[config.mk]
export PLATFORM = sky130hd
export DESIGN_NAME = rw_core_sched
export DESIGN_NICKNAME = d
export VERILOG_FILES = /design/src/rtl/rw_core_sched.sv
export SDC_FILE = /design/constraint.sdc
export NUM_CORES = 1
export LEC_CHECK = 0
export CAP_MARGIN = 40
export CORE_MARGIN = 1
export CORE_UTILIZATION = 45
export DETAILED_ROUTE_END_ITERATION = 8
export PLACE_DENSITY_LB_ADDON = 0.15
export SETUP_SLACK_MARGIN = 0.4
export SYNTH_ARGS = -nofsm -noshare
export SYNTH_HDL_FRONTEND = slang
export SYNTH_SLANG_ARGS = --single-unit
[constraint.sdc]
create_clock -name clk -period 2.05 [get_ports clk]
set_input_delay 0.3075 -clock clk [delete_from_list [all_inputs] [get_ports clk]]
set_output_delay 0.3075 -clock clk [all_outputs]
set_load 0.1 [all_outputs]
[src/rtl/rw_core_sched.sv]
`default_nettype none
// ============================================================================
//  Module      : rw_core_sched
//  Description : Round-robin scheduler that time-shares one combinational
//                core step among N_REQ requesters, each with its own context.
//  Revision    : 1.0 - initial release
// ============================================================================
module rw_core_sched #(
    parameter int              N_REQ    = 4,
    parameter int              DW       = 8,
    parameter int              SW       = 10,
    parameter logic [SW-1:0]   INIT_CTX = 10'h100
) (
    input  logic                       clk,
    input  logic                       rst,
    input  logic [N_REQ-1:0]           req_valid,
    input  logic [N_REQ*DW-1:0]        req_data,
    output logic [N_REQ-1:0]           req_ready,
    output logic                       resp_valid,
    output logic [DW-1:0]              resp_data,
    output logic [$clog2(N_REQ)-1:0]   resp_id,
    output logic                       resp_halt,
    input  logic                       resp_ready,
    input  logic [N_REQ-1:0]           ctx_clr,
    output logic [DW-1:0]              core_in,
    output logic [SW-1:0]              core_ctx,
    input  logic [DW-1:0]              core_out,
    input  logic [SW-1:0]              core_ctx_nxt,
    input  logic                       core_cont
);

    localparam int IW = $clog2(N_REQ);

    typedef enum logic [1:0] {
        ST_IDLE = 2'd0,
        ST_RUN  = 2'd1,
        ST_HOLD = 2'd2
    } state_t;

    state_t              r_state;
    state_t              w_state_nxt;
    logic [IW-1:0]       r_rr_ptr;
    logic [IW-1:0]       r_idx;
    logic [DW-1:0]       r_data;
    logic [DW-1:0]       r_resp_data;
    logic [IW-1:0]       r_resp_id;
    logic                r_resp_halt;

    logic [DW-1:0]       w_req_word [N_REQ];
    logic [SW-1:0]       w_ctx      [N_REQ];
    logic                w_grant_vld;
    logic [IW-1:0]       w_grant_idx;
    logic [IW-1:0]       w_ptr_nxt;
    logic [IW:0]         w_sum;

    // Per-requester input word slices and context registers.
    for (genvar i = 0; i < N_REQ; i++) begin : g_req
        logic [SW-1:0] r_ctx;

        assign w_req_word[i] = req_data[i*DW +: DW];
        assign w_ctx[i]      = r_ctx;

        // A clear overrides a coinciding write-back of the same requester.
        always_ff @(posedge clk or negedge rst) begin
            if (!rst) begin
                r_ctx <= INIT_CTX;
            end else if (ctx_clr[i]) begin
                r_ctx <= INIT_CTX;
            end else if (r_state == ST_RUN && r_idx == IW'(i)) begin
                r_ctx <= core_cont ? core_ctx_nxt : INIT_CTX;
            end
        end
    end

    // Descending scan so the last hit is the closest one at/after r_rr_ptr.
    always_comb begin
        w_grant_vld = 1'b0;
        w_grant_idx = '0;
        w_sum       = '0;
        for (int k = N_REQ - 1; k >= 0; k--) begin
            w_sum = {1'b0, r_rr_ptr} + (IW+1)'(k);
            if (w_sum >= (IW+1)'(N_REQ)) begin
                w_sum = w_sum - (IW+1)'(N_REQ);
            end
            if (req_valid[w_sum[IW-1:0]]) begin
                w_grant_vld = 1'b1;
                w_grant_idx = w_sum[IW-1:0];
            end
        end
    end

    assign w_ptr_nxt = (w_grant_idx == IW'(N_REQ - 1)) ? '0 : w_grant_idx + 1'b1;

    always_ff @(posedge clk or negedge rst) begin
        if (!rst) begin
            r_state <= ST_IDLE;
        end else begin
            r_state <= w_state_nxt;
        end
    end

    always_comb begin
        w_state_nxt = r_state;
        req_ready   = '0;
        resp_valid  = 1'b0;
        core_in     = '0;
        core_ctx    = '0;
        case (r_state)
            ST_IDLE: begin
                if (w_grant_vld) begin
                    w_state_nxt = ST_RUN;
                end
                // Gated by rst so nothing is offered while reset is held.
                if (w_grant_vld && rst) begin
                    req_ready[w_grant_idx] = 1'b1;
                end
            end
            ST_RUN: begin
                w_state_nxt = ST_HOLD;
                core_in     = r_data;
                core_ctx    = w_ctx[r_idx];
            end
            ST_HOLD: begin
                resp_valid = 1'b1;
                if (resp_ready) begin
                    w_state_nxt = ST_IDLE;
                end
            end
            default: begin
                w_state_nxt = ST_IDLE;
            end
        endcase
    end

    always_ff @(posedge clk or negedge rst) begin
        if (!rst) begin
            r_rr_ptr    <= '0;
            r_idx       <= '0;
            r_data      <= '0;
            r_resp_data <= '0;
            r_resp_id   <= '0;
            r_resp_halt <= 1'b0;
        end else begin
            if (r_state == ST_IDLE && w_grant_vld) begin
                r_data   <= w_req_word[w_grant_idx];
                r_idx    <= w_grant_idx;
                r_rr_ptr <= w_ptr_nxt;
            end
            if (r_state == ST_RUN) begin
                r_resp_data <= core_out;
                r_resp_id   <= r_idx;
                r_resp_halt <= ~core_cont;
            end
        end
    end

    assign resp_data = r_resp_data;
    assign resp_id   = r_resp_id;
    assign resp_halt = r_resp_halt;

endmodule
`default_nettype wire

==> metrics.csv <==
metric,value,unit
antenna_left,0,
grt_pass1_vias,2864,
hpwl,5668,um
totalWireLength,9294,um
antenna_found_initial,0,
synth_seq_cells,65,
hold_ws,213.4,ps
grt.overflow.total,0,
area_delta_synth_final,64.64,%
die_w,86.40,um
status,"finished, violations left",
syn_inst,286,
multiInputGateArea,1713,um^2
port_buffers,95,
p_leak,2.330,nW
rsz0062_at_grt,true,
p_total,7.439,mW
synth-main-ff-cell,dfrtp_1,
cts.clk_slew.worst_paths,70,ps
async_reset_ff_share,100.0,%
clockRootBuffer,clkbuf_8,
critPathRequiredTime,1740,ps
synth_top_area_share,47.62,%
seq_area_frac_synth,50.90,%
drive_gt1_share,41.05,%
critPathMaxFanout,4,
violations,setup timing,
ir_drop,1.083,mV
grt_pass1_wl,13990,um
die_h,86.40,um
drv_cap,0,
drc,0,
first_iter_violations,260,
grt_usage,25.00,%
synth_edf_count,0,
yosysTopAreaCell,dfrtp_1,
core.rowCount,30,
start_kind,flop,
timing.fmax,0.4613,GHz
ctsHtreeMaxLevel,3,
cts_hold_buf,0,
ys_warn_count,0,
tightest_slew,817.6,ps
endpoint_kind,output pin,
fin_nets,477,
gp_congestion,0.7789,
min_period,2168,ps
final_hold_viol_count,0,
critPathArrivalTime,1860,ps
cts_buffers,9,
setup_viol,12,
synth_common_cells,"dfrtp_1 (61), nand2_1 (57), a32o_1 (27)",
relSlewSlack,45.49,%
p_per_area,1410,nW/um^2
vias_per_cell,5.680,
core_area,6832,um^2
avgSynthCellArea,11.21,um^2
finalClockSkew,12.66,ps
cts.sinks,65,
worstSetupPathType,flop to output pin,
antenna_cells,0,
synth_nets,349,
slew_violations,0,
fillCellCount,403,
ios,96,
die-area,7465,um^2
synth.distinct_cells,37,
vias,2925,
syn_area,3206,um^2
synthTopCellsByArea,"dfrtp_1 (48%), a32o_1 (8.4%), mux4_2 (7.0%)",
start_util,46.92,%
fin_ws,-117.7,ps
fin_crit_sh,105.7,%
wl_per_cell,18.05,um
cts_tree,done,
hp-class,primary input to async pin,
clk_latency,350,ps
drt_first_pass_iters,5,
synth.most_common_cell,dfrtp_1,
regArea,1635,um^2
grt_max_degree,66,
cts_buffer_depth,2,
-- per-stage QoR --
stage                     std cells  TNS, ps  area [um^2]  setup WS (ps)  util [%]
after global placement          482    -1424         4673         -164.1     68.41
after detailed placement        483    -1841         4681         -191.2     68.52
after CTS                       509   -997.6         5085         -144.0     74.43
after global routing            515    -1215         5278         -190.4     77.25
final                           515   -484.8         5278         -117.7     77.25
after floorplan                 286   -299.9         3306         -165.1         -
-- critical path: stages, from the launching register on --
cell,delay (ps)
dfrtp_1,420
nand2b_4,160
a21oi_2,120
a211o_1,230
inv_8,60
buf_12,130
nor3b_4,200
buf_12,200
-- area by class of cell --
cell class | instances | share of cell area [%]
well taps | 96 | 2.276
multi-input cells | 196 | 32.46
repair buffers | 135 | 29.92
clock buffers | 11 | 2.679
flip-flops and latches | 65 | 30.99
clock inverters | 5 | 1.043
inverters | 7 | 0.6401
-- routing by layer --
layer / GRT usage, % / up-vias / share of wire, %
li1: - / 1317 / -
met1: 33.42 / 1479 / 42
met2: 40.04 / 112 / 51
met3: 4.286 / 17 / 5.0
met4: 11.67 / 0 / 2.2
met5: 0 / - / 0
-- layout by cell type (no fill, tap or decap), drive strengths merged, types with 3 or more instances in the layout --
master | synthesis | final
buf | 11 | 74
dfrtp | 61 | 61
nand2 | 57 | 57
clkdlybuf4s50 | 0 | 56
a32o | 27 | 27
and2 | 18 | 18
mux2i | 16 | 16
a21oi | 13 | 13
clkbuf | 8 | 12
mux4 | 10 | 10
nand3 | 9 | 9
o221ai | 8 | 8
inv | 7 | 7
nor2 | 5 | 5
nand2b | 5 | 5
nor3 | 4 | 4
dfstp | 4 | 4
nor2b | 4 | 4
dlygate4sd2 | 0 | 3
o21ai | 3 | 3
-- where the power goes --
part	switching [mW]	internal [mW]	total, mW
Clock	0.508	0.591	1.10
Sequential	0.245	1.59	1.84
Combinational	2.74	1.77	4.50
-- registers in the layout (all words and copies together), names as in the netlist --
name / flops
r_state: 2
r_idx: 2
resp_id: 2
resp_data: 8
resp_halt: 1
r_data: 8
g_req.r_ctx: 40
r_rr_ptr: 2
-- logic make-up (layout without fill, tap and decap cells) --
logic type                 after synthesis  after routing  share of synthesized area (%)
DFF                                     65             65                          50.90
muxes                                   26             26                          12.02
adders and majority gates                1              1                         0.3903
and+or+nand+nor                        107            108                          16.63
buffers and inverters                   26            158                          4.489
AOI/OAI and AO/OA                       61             61                          15.57
-- timing repair --
| action | 4_1_cts | 5_1_grt |
|---|---|---|
| pin swaps | 16 | 18 |
| gates cloned | 3 | 1 |
| resized for setup | 32 | 42 |
| setup buffers | 7 | 5 |
| endpoints found under the setup margin | 45 | 65 |
-- worst paths after layout --
path | endpoint | slack, ps | start | cells after the start
max in group asynchronous | r_rr_ptr[1]$_DFFE_PN0P_ | 1260 | rst | 2
hold / removal | r_idx[0]$_DFFE_PN0P_ | 210 | rst | 2
setup / recovery | req_ready[2] | -120 | r_rr_ptr[0]$_DFFE_PN0P_ | 7
setup reg to reg | r_data[0]$_DFFE_PN0P_ | 130 | r_rr_ptr[0]$_DFFE_PN0P_ | 9
min in group clk | resp_data[0]$_DFFE_PN0P_ | 480 | resp_data[0]$_DFFE_PN0P_ | 2
hold reg to reg | resp_data[0]$_DFFE_PN0P_ | 480 | resp_data[0]$_DFFE_PN0P_ | 2
(Power assumes the default switching activity.)
